<file path="config.mk">
export PLATFORM = sky130hd
export DESIGN_NAME = frame_renderer_flat
export DESIGN_NICKNAME = d
export VERILOG_FILES = /design/src/rtl/game_pkg.sv /design/src/rtl/frame_renderer_if.sv /design/src/rtl/pixel_shader.sv /design/src/rtl/frame_renderer.sv /design/src/flat_wrapper.sv
export SDC_FILE = /design/constraint.sdc
export NUM_CORES = 1
export LEC_CHECK = 0
export CAP_MARGIN = 20
export CORE_MARGIN = 5
export CORE_UTILIZATION = 50
export CTS_CLUSTER_DIAMETER = 40
export DETAILED_ROUTE_END_ITERATION = 16
export GPL_TIMING_DRIVEN = 0
export PLACE_DENSITY_LB_ADDON = 0.25
export SYNTH_ARGS = -nofsm -noshare
export SYNTH_HDL_FRONTEND = slang
export SYNTH_SLANG_ARGS = --single-unit
</file>
<file path="constraint.sdc">
create_clock -name clock -period 5 [get_ports clock]
set_input_delay 1 -clock clock [delete_from_list [all_inputs] [get_ports clock]]
set_output_delay 1 -clock clock [all_outputs]
set_load 0.05 [all_outputs]
</file>
<file path="src/rtl/game_pkg.sv">
// Shared game constants: screen geometry, sprite sizes, palette, renderer FSM
// states and the per-frame snapshot record.
package game_pkg;

  localparam logic [7:0] SCREEN_W = 8'd160;
  localparam logic [6:0] SCREEN_H = 7'd120;
  localparam logic [6:0] GROUND_Y = 7'd100;
  localparam logic [7:0] PLAYER_X = 8'd20;
  localparam logic [7:0] PLAYER_W = 8'd8;
  localparam logic [6:0] PLAYER_H = 7'd10;
  localparam logic [8:0] OBST_W   = 9'd6;
  localparam logic [6:0] OBST_H   = 7'd12;

  localparam logic [7:0] X_LAST        = SCREEN_W - 8'd1;
  localparam logic [6:0] Y_LAST        = SCREEN_H - 7'd1;
  // Highest jump that still keeps the whole player box on screen.
  localparam logic [6:0] PLAYER_HC_MAX = GROUND_Y - PLAYER_H;

  localparam logic [2:0] COL_BG     = 3'b000;
  localparam logic [2:0] COL_GROUND = 3'b110;
  localparam logic [2:0] COL_OBST   = 3'b111;
  localparam logic [2:0] COL_PLAYER = 3'b010;
  localparam logic [2:0] COL_DEAD   = 3'b100;

  typedef enum logic [1:0] {
    S_IDLE,
    S_SCAN,
    S_DONE
  } state_t;

  typedef struct packed {
    logic [6:0] player_h;
    logic [7:0] obst_x;
    logic       dead;
  } snapshot_t;

endpackage

</file>
<file path="src/rtl/frame_renderer_if.sv">
// Renderer bus: frame request plus game state in, pixel stream and status out.
interface frame_renderer_if;

  logic       start;
  logic [6:0] player_h;
  logic [7:0] obst_x;
  logic       dead;
  logic [7:0] x;
  logic [6:0] y;
  logic [2:0] colour;
  logic       plot;
  logic       busy;
  logic       done;

  modport master (
    output start, player_h, obst_x, dead,
    input  x, y, colour, plot, busy, done
  );

  modport slave (
    input  start, player_h, obst_x, dead,
    output x, y, colour, plot, busy, done
  );

endinterface

</file>
<file path="src/rtl/pixel_shader.sv">
// Combinational colour lookup for one pixel given the frozen game snapshot.
module pixel_shader
  import game_pkg::*;
(
  input  logic [7:0] px,
  input  logic [6:0] py,
  input  snapshot_t  snap,
  output logic [2:0] colour
);

  logic [6:0] hc;
  logic [6:0] top;
  logic [8:0] px9;
  logic [8:0] ox9;
  logic       in_player;
  logic       in_obst;

  // Box membership tests, then fixed priority player > obstacle > ground > sky.
  always_comb begin
    hc  = (snap.player_h > PLAYER_HC_MAX) ? PLAYER_HC_MAX : snap.player_h;
    top = GROUND_Y - PLAYER_H - hc;
    px9 = {1'b0, px};
    ox9 = {1'b0, snap.obst_x};

    in_player = (px >= PLAYER_X) && (px < PLAYER_X + PLAYER_W) &&
                (py >= top) && (py < top + PLAYER_H);

    // 9-bit compare so an obstacle near the right edge does not wrap to column 0.
    in_obst = (snap.obst_x < SCREEN_W) &&
              (px9 >= ox9) && (px9 < ox9 + OBST_W) &&
              (py >= GROUND_Y - OBST_H) && (py < GROUND_Y);

    if (in_player)
      colour = snap.dead ? COL_DEAD : COL_PLAYER;
    else if (in_obst)
      colour = COL_OBST;
    else if (py >= GROUND_Y)
      colour = COL_GROUND;
    else
      colour = COL_BG;
  end

endmodule

</file>
<file path="src/rtl/frame_renderer.sv">
// Frame renderer: snapshots game state on start, then streams every pixel of
// the screen row-major at one pixel per clock, and pulses done afterwards.
module frame_renderer
  import game_pkg::*;
(
  input  logic           clock,
  input  logic           resetn,
  frame_renderer_if.slave bus
);

  state_t     state, state_nx;
  snapshot_t  snap_q, snap_in, snap_src;
  logic [7:0] x_q, x_nx;
  logic [6:0] y_q, y_nx;
  logic [2:0] colour_q, colour_nx;
  logic       plot_q, plot_nx;
  logic       busy_q, busy_nx;
  logic       done_q, done_nx;
  logic       accept;
  logic       last_px;

  assign snap_in = '{player_h: bus.player_h, obst_x: bus.obst_x, dead: bus.dead};
  assign accept  = (state == S_IDLE) && bus.start;
  assign last_px = (x_q == X_LAST) && (y_q == Y_LAST);

  // The output registers hold the pixel being plotted, so the shader looks at
  // the next position; on the accept cycle it must see the live inputs.
  assign snap_src = accept ? snap_in : snap_q;

  pixel_shader u_shader (
    .px     (x_nx),
    .py     (y_nx),
    .snap   (snap_src),
    .colour (colour_nx)
  );

  // State register.
  always_ff @(posedge clock or negedge resetn) begin
    if (!resetn) state <= S_IDLE;
    else         state <= state_nx;
  end

  // Next-state logic; start outside IDLE is dropped.
  always_comb begin
    state_nx = state;
    unique case (state)
      S_IDLE:  if (bus.start) state_nx = S_SCAN;
      S_SCAN:  if (last_px)   state_nx = S_DONE;
      S_DONE:  state_nx = S_IDLE;
      default: state_nx = S_IDLE;
    endcase
  end

  // Next values for the registered outputs and scan position.
  always_comb begin
    x_nx    = x_q;
    y_nx    = y_q;
    plot_nx = 1'b0;
    busy_nx = 1'b0;
    done_nx = 1'b0;
    unique case (state)
      S_IDLE: begin
        if (bus.start) begin
          x_nx    = '0;
          y_nx    = '0;
          plot_nx = 1'b1;
          busy_nx = 1'b1;
        end
      end
      S_SCAN: begin
        if (last_px) begin
          done_nx = 1'b1;
        end else begin
          plot_nx = 1'b1;
          busy_nx = 1'b1;
          if (x_q == X_LAST) begin
            x_nx = '0;
            y_nx = y_q + 7'd1;
          end else begin
            x_nx = x_q + 8'd1;
          end
        end
      end
      default: ;
    endcase
  end

  // Snapshot capture, frozen for the rest of the frame.
  always_ff @(posedge clock or negedge resetn) begin
    if (!resetn)     snap_q <= '0;
    else if (accept) snap_q <= snap_in;
  end

  // Output registers.
  always_ff @(posedge clock or negedge resetn) begin
    if (!resetn) begin
      x_q      <= '0;
      y_q      <= '0;
      colour_q <= '0;
      plot_q   <= 1'b0;
      busy_q   <= 1'b0;
      done_q   <= 1'b0;
    end else begin
      x_q      <= x_nx;
      y_q      <= y_nx;
      colour_q <= plot_nx ? colour_nx : COL_BG;
      plot_q   <= plot_nx;
      busy_q   <= busy_nx;
      done_q   <= done_nx;
    end
  end

  assign bus.x      = x_q;
  assign bus.y      = y_q;
  assign bus.colour = colour_q;
  assign bus.plot   = plot_q;
  assign bus.busy   = busy_q;
  assign bus.done   = done_q;

endmodule

</file>
<file path="src/flat_wrapper.sv">
// flat-port wrapper written by rule: the top's interface ports become plain ports
module frame_renderer_flat import game_pkg::*;
  (clock, resetn, bus_start, bus_player_h, bus_obst_x, bus_dead, bus_x, bus_y, bus_colour, bus_plot, bus_busy, bus_done);
  frame_renderer_if bus_i ();
  input  logic clock;
  input  logic resetn;
  input wire logic [$bits(bus_i.start)-1:0] bus_start;
  input wire logic [$bits(bus_i.player_h)-1:0] bus_player_h;
  input wire logic [$bits(bus_i.obst_x)-1:0] bus_obst_x;
  input wire logic [$bits(bus_i.dead)-1:0] bus_dead;
  output wire logic [$bits(bus_i.x)-1:0] bus_x;
  output wire logic [$bits(bus_i.y)-1:0] bus_y;
  output wire logic [$bits(bus_i.colour)-1:0] bus_colour;
  output wire logic [$bits(bus_i.plot)-1:0] bus_plot;
  output wire logic [$bits(bus_i.busy)-1:0] bus_busy;
  output wire logic [$bits(bus_i.done)-1:0] bus_done;
  assign bus_i.start = bus_start;
  assign bus_i.player_h = bus_player_h;
  assign bus_i.obst_x = bus_obst_x;
  assign bus_i.dead = bus_dead;
  assign bus_x = bus_i.x;
  assign bus_y = bus_i.y;
  assign bus_colour = bus_i.colour;
  assign bus_plot = bus_i.plot;
  assign bus_busy = bus_i.busy;
  assign bus_done = bus_i.done;
  frame_renderer u_core (.clock(clock), .resetn(resetn), .bus(bus_i));
endmodule
</file>
Yosys cells after proc, flatten, opt, wreduce, memory -nomap -nowiden
Index checks and enable logic that the tools add are counted.
{ "op_classes": {"magnitude_cmp": 11, "n_mux": 23, "reduce_logical": 11, "eq_ne": 5, "addsub": 5} }
{ "ops": {"columns": ["cell", "count"], "rows": [
  ["2-to-1 mux 7 bit", 4],
  ["2-to-1 mux 8 bit", 3],
  ["2-to-1 mux 16 bit", 1],
  ["case mux 8 bit (2 select lines)", 1],
  ["2-to-1 mux 3 bit", 5],
  [">= comparator 7 bit (second input constant)", 2],
  ["case mux 7 bit (2 select lines)", 1],
  ["adder 8 x 3 -> 9 bit (second input constant)", 1],
  ["logical AND 1 bit", 9],
  ["< comparator 8 x 9 -> 1 bit", 1],
  ["adder 8 x 1 -> 8 bit (second input constant)", 1],
  ["equality test 8 bit (second input constant)", 1],
  [">= comparator 8 x 5 -> 1 bit (second input constant)", 1],
  [">= comparator 8 bit", 1],
  ["< comparator 8 x 5 -> 1 bit (second input constant)", 1],
  ["< comparator 8 bit (second input constant)", 1],
  ["adder 7 x 1 -> 7 bit (second input constant)", 1],
  ["adder 7 x 4 -> 7 bit (second input constant)", 1],
  ["equality test 7 bit (second input constant)", 1],
  [">= comparator 7 bit", 1],
  ["greater-than comparator 7 bit (second input constant)", 1],
  ["< comparator 7 bit", 1],
  ["< comparator 7 bit (second input constant)", 1],
  ["subtractor 7 bit (first input constant)", 1],
  ["other kinds (9)", 13]
]} }
{ "word_totals": {"output_inout_bits": 21, "word_cells": 64, "inputBits": 19, "ff_bits": 38} }

Depth between registers and ports, before layout
{ "logic_depth": {"ltp_word": 12, "mapped_depth": 21, "depth_no_buf": 19} }

By module
A second synthesis with hierarchy kept.
{ "unflattened": {"hier_cells": 316, "area_unflattened_um2": 2746.4} }
{ "modules_own_cells": {"columns": ["mod", "seq_area_each_um2", "instances", "cells_per_inst", "area_each_um2"], "rows": [
  ["frame_renderer", 950.9, 1, 180, 1720.4],
  ["pixel_shader", 0.0, 1, 136, 1026.0]
]} }

Worst setup path before layout
No wires, ideal clock.
{ "synth_timing": {"path_type": "input to register", "start": "input port bus_start", "end": "register u_core.colour_q[2] (netlist: u_core.bus.colour[2])", "required_ns": 4.867, "n_path_buf": 1, "arrival_time_ns": 4.749, "setup_time_ns": 0.133, "path_slack_ns": 0.118, "stages": 19, "cell_sequence": "nor3b_2 mux2i_1 o21ai_0 nand2_1 a21oi_1 nor2_1 ha_1 buf_2 nor2_1 o221ai_1 o311ai_2 a21boi_0 xor2_1 ha_1 a21o_1 a2111oi_0 and4bb_2 and4bb_2 a22oi_1"} }
{ "synth_between": {"elab_chain_cells": 10, "elab_cells_between_ends": 35, "classes_between": "3 x add/sub; 11 x order compare; 13 x mux; 8 x reduce/logical"} }
{ "synth_rtl": {"columns": ["element", "line_no", "source"], "rows": [
  ["start, declared", "flat_wrapper.sv:7", "input wire logic [$bits(bus_i.start)-1:0] bus_start;"],
  ["logical AND 1 bit / 2-to-1 mux 8 bit (equally long branches)", "frame_renderer.sv:23, frame_renderer.sv:63", null],
  ["2-to-1 mux 16 bit / case mux 8 bit (2 select lines) (equally long branches)", null, null],
  ["greater-than comparator 7 bit (tied with other cells)", "pixel_shader.sv:20", "hc = (snap.player_h > PLAYER_HC_MAX) ? PLAYER_HC_MAX : snap.player_h;"],
  ["2-to-1 mux 7 bit (tied with other cells)", "pixel_shader.sv:20", null],
  ["subtractor 7 bit / logical AND 1 bit (equally long branches)", "pixel_shader.sv:21, pixel_shader.sv:30", null],
  ["adder 7 x 4 -> 7 bit (tied with other cells)", "pixel_shader.sv:26", "(py >= top) && (py < top + PLAYER_H);"],
  ["< comparator 7 bit (tied with other cells)", "pixel_shader.sv:26", null],
  ["logical AND 1 bit / 2-to-1 mux 3 bit (equally long branches)", "pixel_shader.sv:26, pixel_shader.sv:35", null],
  ["2-to-1 mux 3 bit", "pixel_shader.sv:33", "if (in_player)"],
  ["2-to-1 mux 3 bit (*)", "frame_renderer.sv:106", "colour_q <= plot_nx ? colour_nx : COL_BG;"],
  ["end signal, assigned", "frame_renderer.sv:106", null],
  ["end, declared", "frame_renderer.sv:15", "logic [2:0] colour_q, colour_nx;"]
]} }
Every way passes the cells marked *; elsewhere a longest branch is shown, timed or not.
A chain may end at the register's enable or synchronous reset.

Worst setup path after layout
Ends and elaborated chain as after synthesis.

==> reports/metrics.csv <==
stage,metric,value,unit
run_status,status,"complete, no violations",
routing,drt-pass1-iter-count,5,
logic_synthesis,synth-edff-count,0,
worst_setup_path,r2r-end,u_core.bus.colour[2],
power_and_ir_drop,p_leak,1.65,nW
logic_synthesis,synth_cell_type_count,57,
clocking,clk_latency,300,ps
worst_setup_path,cp_slowest_cell,or3_1,
timing,hold_viol_final,0,
logic_synthesis,synth_top_area_cell,dfrtp_1,
global_route,antenna_found_initial,0,
logic_synthesis,synthesis.area,2810,µm²
worst_setup_path,ff2ff_setup_slack,520,ps
logic_synthesis,synthCells,295,
placement,gp_congestion,0.896,
clocking,cts_buffers,5,
clocking,cts_tree,done,
clocking,clkSinkCount,38,
power_and_ir_drop,p_per_area,433,nW/µm²
layout,insertedDiodeCount,0,
timing,max_slew_margin,41.0,%
routing,via_count,2449,
floorplan,core_area,5470,µm²
global_route,grt_max_degree,39,
placement,port_buffers,39,
worst_setup_path,path_max_fanout,8,
global_route,grt_pass1_vias,2389,
logic_synthesis,synthesis.nets,347,
global_route,grt_pass1_wl,11.2,mm
clocking,hold_buffers,0,
logic_synthesis,synth_fa_ha_area_share,14.7,%
routing,finalWirelength,6.66,mm
worst_setup_path,critPathBufInv,4,
worst_setup_path,reg2reg_from,u_core.state[0],
power_and_ir_drop,peakVddDrop,0.351,mV
logic_synthesis,synth_xor_area_share,3.11,%
clocking,htree_levels,2,
layout,syn_to_final_growth,26.5,%
floorplan,die_w,85.0,µm
floorplan,die_area,7230,µm²
layout,drive_above_1_share,15.1,%
worst_setup_path,cp.depth,21,
logic_synthesis,dominantRegCellSynth,dfrtp_1,
worst_setup_path,criticalPathCategory,input port to register,
global_route,grt_use_total,19.0,%
worst_setup_path,required,5170,ps
timing,setup_viol,0,
floorplan,num_rows,27,
floorplan,initial_utilization,51.4,%
routing,antenna_left,0,
clocking,cts.path.max_buffers,2,
worst_setup_path,critical_path.top_delay_family,simple AND/OR/NAND/NOR gates,
timing,fin_crit_sh,96.3,%
logic_synthesis,synth_top_cell_area_share,33.8,%
logic_synthesis,ys_ff_latch,38,
hold_path,hold_path_class,register to register,
worst_setup_path,worstPathCellList,clkbuf_2 -> nor3b_4 -> buf_6 -> buf_4 -> mux2i_4 -> nor2_1 -> nand2_1 -> a21oi_1 -> nor2_1 -> ha_1 -> clkbuf_4 -> or3_1 -> o2111ai_2 -> a41oi_2 -> ha_1 -> nand3_1 -> a21oi_1 -> a2111oi_4 -> and4bb_2 -> and4bb_2 -> a22oi_1,
routing,vias_per_cell,5.79,
worst_setup_path,worstRegToRegCells,19,
worst_setup_path,cp-startpoint,bus_start,
logic_synthesis,synth_area_per_cell,9.54,µm²
worst_setup_path,cp-start-kind,input port,
logic_synthesis,synthSimpleGateAreaFrac,19.1,%
floorplan,die_y,85.0,µm
logic_synthesis,synth_top_family_by_area,simple AND/OR/NAND/NOR gates,
worst_setup_path,worstSetupEndpointType,register,
routing,initialDrtViolationCount,162,
logic_synthesis,synth_area_leaders,"dfrtp_1 (34%), ha_1 (15%), mux2i_1 (5.7%)",
timing,fmax,208,MHz
worst_setup_path,max_stage_delay,400,ps
logic_synthesis,yosysWarnings,0,
logic_synthesis,synthArstFlopShare,100,%
floorplan,ios,40,
worst_setup_path,critPathCapture,u_core.bus.colour[2],
logic_synthesis,ys_seq_area_share,33.8,%
global_route,gr-total-overflow,0,
timing,skew,10.7,ps
clocking,clkTransAtPathRegs,80,ps
routing,wl_per_cell,15.7,µm
worst_setup_path,cp.arrival,4980,ps
timing,setup_tns,0,ps
layout,fin_nets,402,
timing,fin_crit,4820,ps
clocking,root_buffer,clkbuf_8,
routing,drc,0,
placement,dpl.hpwl,5.03,mm
logic_synthesis,synth_mux_area_share,6.89,%
run,maxCapViolCount,0,
timing,final_max_slew_viol_count,0,
layout,fillers,457,
logic_synthesis,synth_compound_area_share,17.3,%
timing,tightest_slew,885,ps
timing,whs,489,ps
## cells in the final DEF (no fill, tap or decap), types with 10 or more instances in the layout
| master | n |
|---|---|
| nand2_1 | 23 |
| inv_1 | 26 |
| buf_4 | 10 |
| nor2_1 | 14 |
| mux2i_1 | 12 |
| dfrtp_1 | 38 |
| o21ai_0 | 14 |
| clkdlybuf4s50_1 | 37 |
| ha_1 | 32 |
| a21oi_1 | 15 |
## repair_timing
item / CTS / global route
endpoints found under the setup margin: 3 / 3
gates resized for setup: 15 / 13
buffers inserted: 8 / 1
cloned: 0 / 0
pin swaps: 3 / 4
## worst min-delay path by stage
stage                     startpoint                to  slack, ps  cells past startpoint
global route        u_core.snap_q[1]  u_core.snap_q[1]        530                      2
detailed placement  u_core.snap_q[1]  u_core.snap_q[1]        470                      2
global placement    u_core.snap_q[1]  u_core.snap_q[1]        460                      2
floorplan           u_core.snap_q[1]  u_core.snap_q[1]        440                      2
CTS                 u_core.snap_q[1]  u_core.snap_q[1]        490                      2
finish              u_core.snap_q[1]  u_core.snap_q[1]        490                      2
## power breakdown
part,internal [W],total (W),switching [W],leakage [nW]
logic,0.000353,0.000869,0.000516,1.14
registers,0.000368,0.000446,0.0000781,0.463
clock network,0.000111,0.000226,0.000115,0.0472
## synthesized netlist by cell type, types with 3 or more instances
master    instances
nor2b_1           4
or3b_1            3
and3_1            3
nor4_1            5
dfrtp_1          38
o211ai_1          6
inv_1            27
o21ai_0          15
nand3_1           8
nor2_1           15
nor3_1            8
mux2i_1          16
a21oi_1          15
nand2b_1          4
nand4_1           5
a31oi_1           5
ha_1             33
a21o_1            6
nand2_1          23
and4bb_2          3
xnor2_1           8
buf_2             3
## metal layers
metal | wire, µm | vias to the layer above | global-route usage, % | share of wire, %
li1 | - | 1197 | - | -
met1 | 2910 | 1173 | 25.1 | 44
met2 | 3170 | 71 | 31.3 | 48
met3 | 486 | 8 | 4.27 | 7.3
met4 | 91 | 0 | 5.47 | 1.4
met5 | 0 | - | 0 | 0
## cells by family (layout without fill, tap and decap cells)
family,Yosys count,count (layout)
xor gates and xnor gates,10,10
buffers and inverters,33,89
and+or+nand+nor,93,93
muxes,18,18
DFF,38,38
AOI/OAI and AO/OA,70,70
adders and majority gates,33,33
## layout make-up
class / count / area, µm² / area share, %
Buffer: 6 / 50.0 / 1.41
Multi-Input combinational cell: 224 / 1820 / 51.1
Sequential cell: 38 / 951 / 26.7
Clock buffer: 6 / 82.6 / 2.32
Clock inverter: 2 / 12.5 / 0.352
Timing Repair Buffer: 48 / 452 / 12.7
Tap cell: 72 / 90.1 / 2.53
Inverter: 27 / 101 / 2.85
## registers in the layout, indices dropped and copies added, names as in the netlist
register,cells
u_core.bus.y,7
u_core.bus.x,8
u_core.bus.busy,1
u_core.snap_q,16
u_core.bus.colour,3
u_core.state,2
u_core.bus.done,1
## stage by stage
| step | util [%] | instance area [µm²] | power [W] | instances | setup slack (ps) |
|---|---|---|---|---|---|
| 2_1_floorplan | - | 2810 | 0.00102 | 295 | 118 |
| 3_3_place_gp | 60.2 | 3290 | 0.00124 | 406 | -1210 |
| 3_5_place_dp | 60.1 | 3290 | 0.00127 | 406 | -1300 |
| 4_1_cts | 63.9 | 3490 | 0.00152 | 422 | 1.62 |
| 5_1_grt | 65.0 | 3560 | 0.00166 | 423 | -56.9 |
| 6_report | 65.0 | 3560 | 0.00154 | 423 | 185 |
## worst reg2reg max path, cell delays in order (launching register included)
cell       delay (ps)
dfrtp_1           470
or3b_1            390
buf_6             150
mux2i_1           150
o21ai_1           190
nand2_1           130
a21oi_1           180
nor2_1             80
ha_1              180
clkbuf_4          180
or3_1             410
o2111ai_2         260
a41oi_2           150
ha_1              320
nand3_1            80
a21oi_1            70
a2111oi_4         320
and4bb_2          270
and4bb_2          270
a22oi_1            90
(Power assumes the default switching activity.)
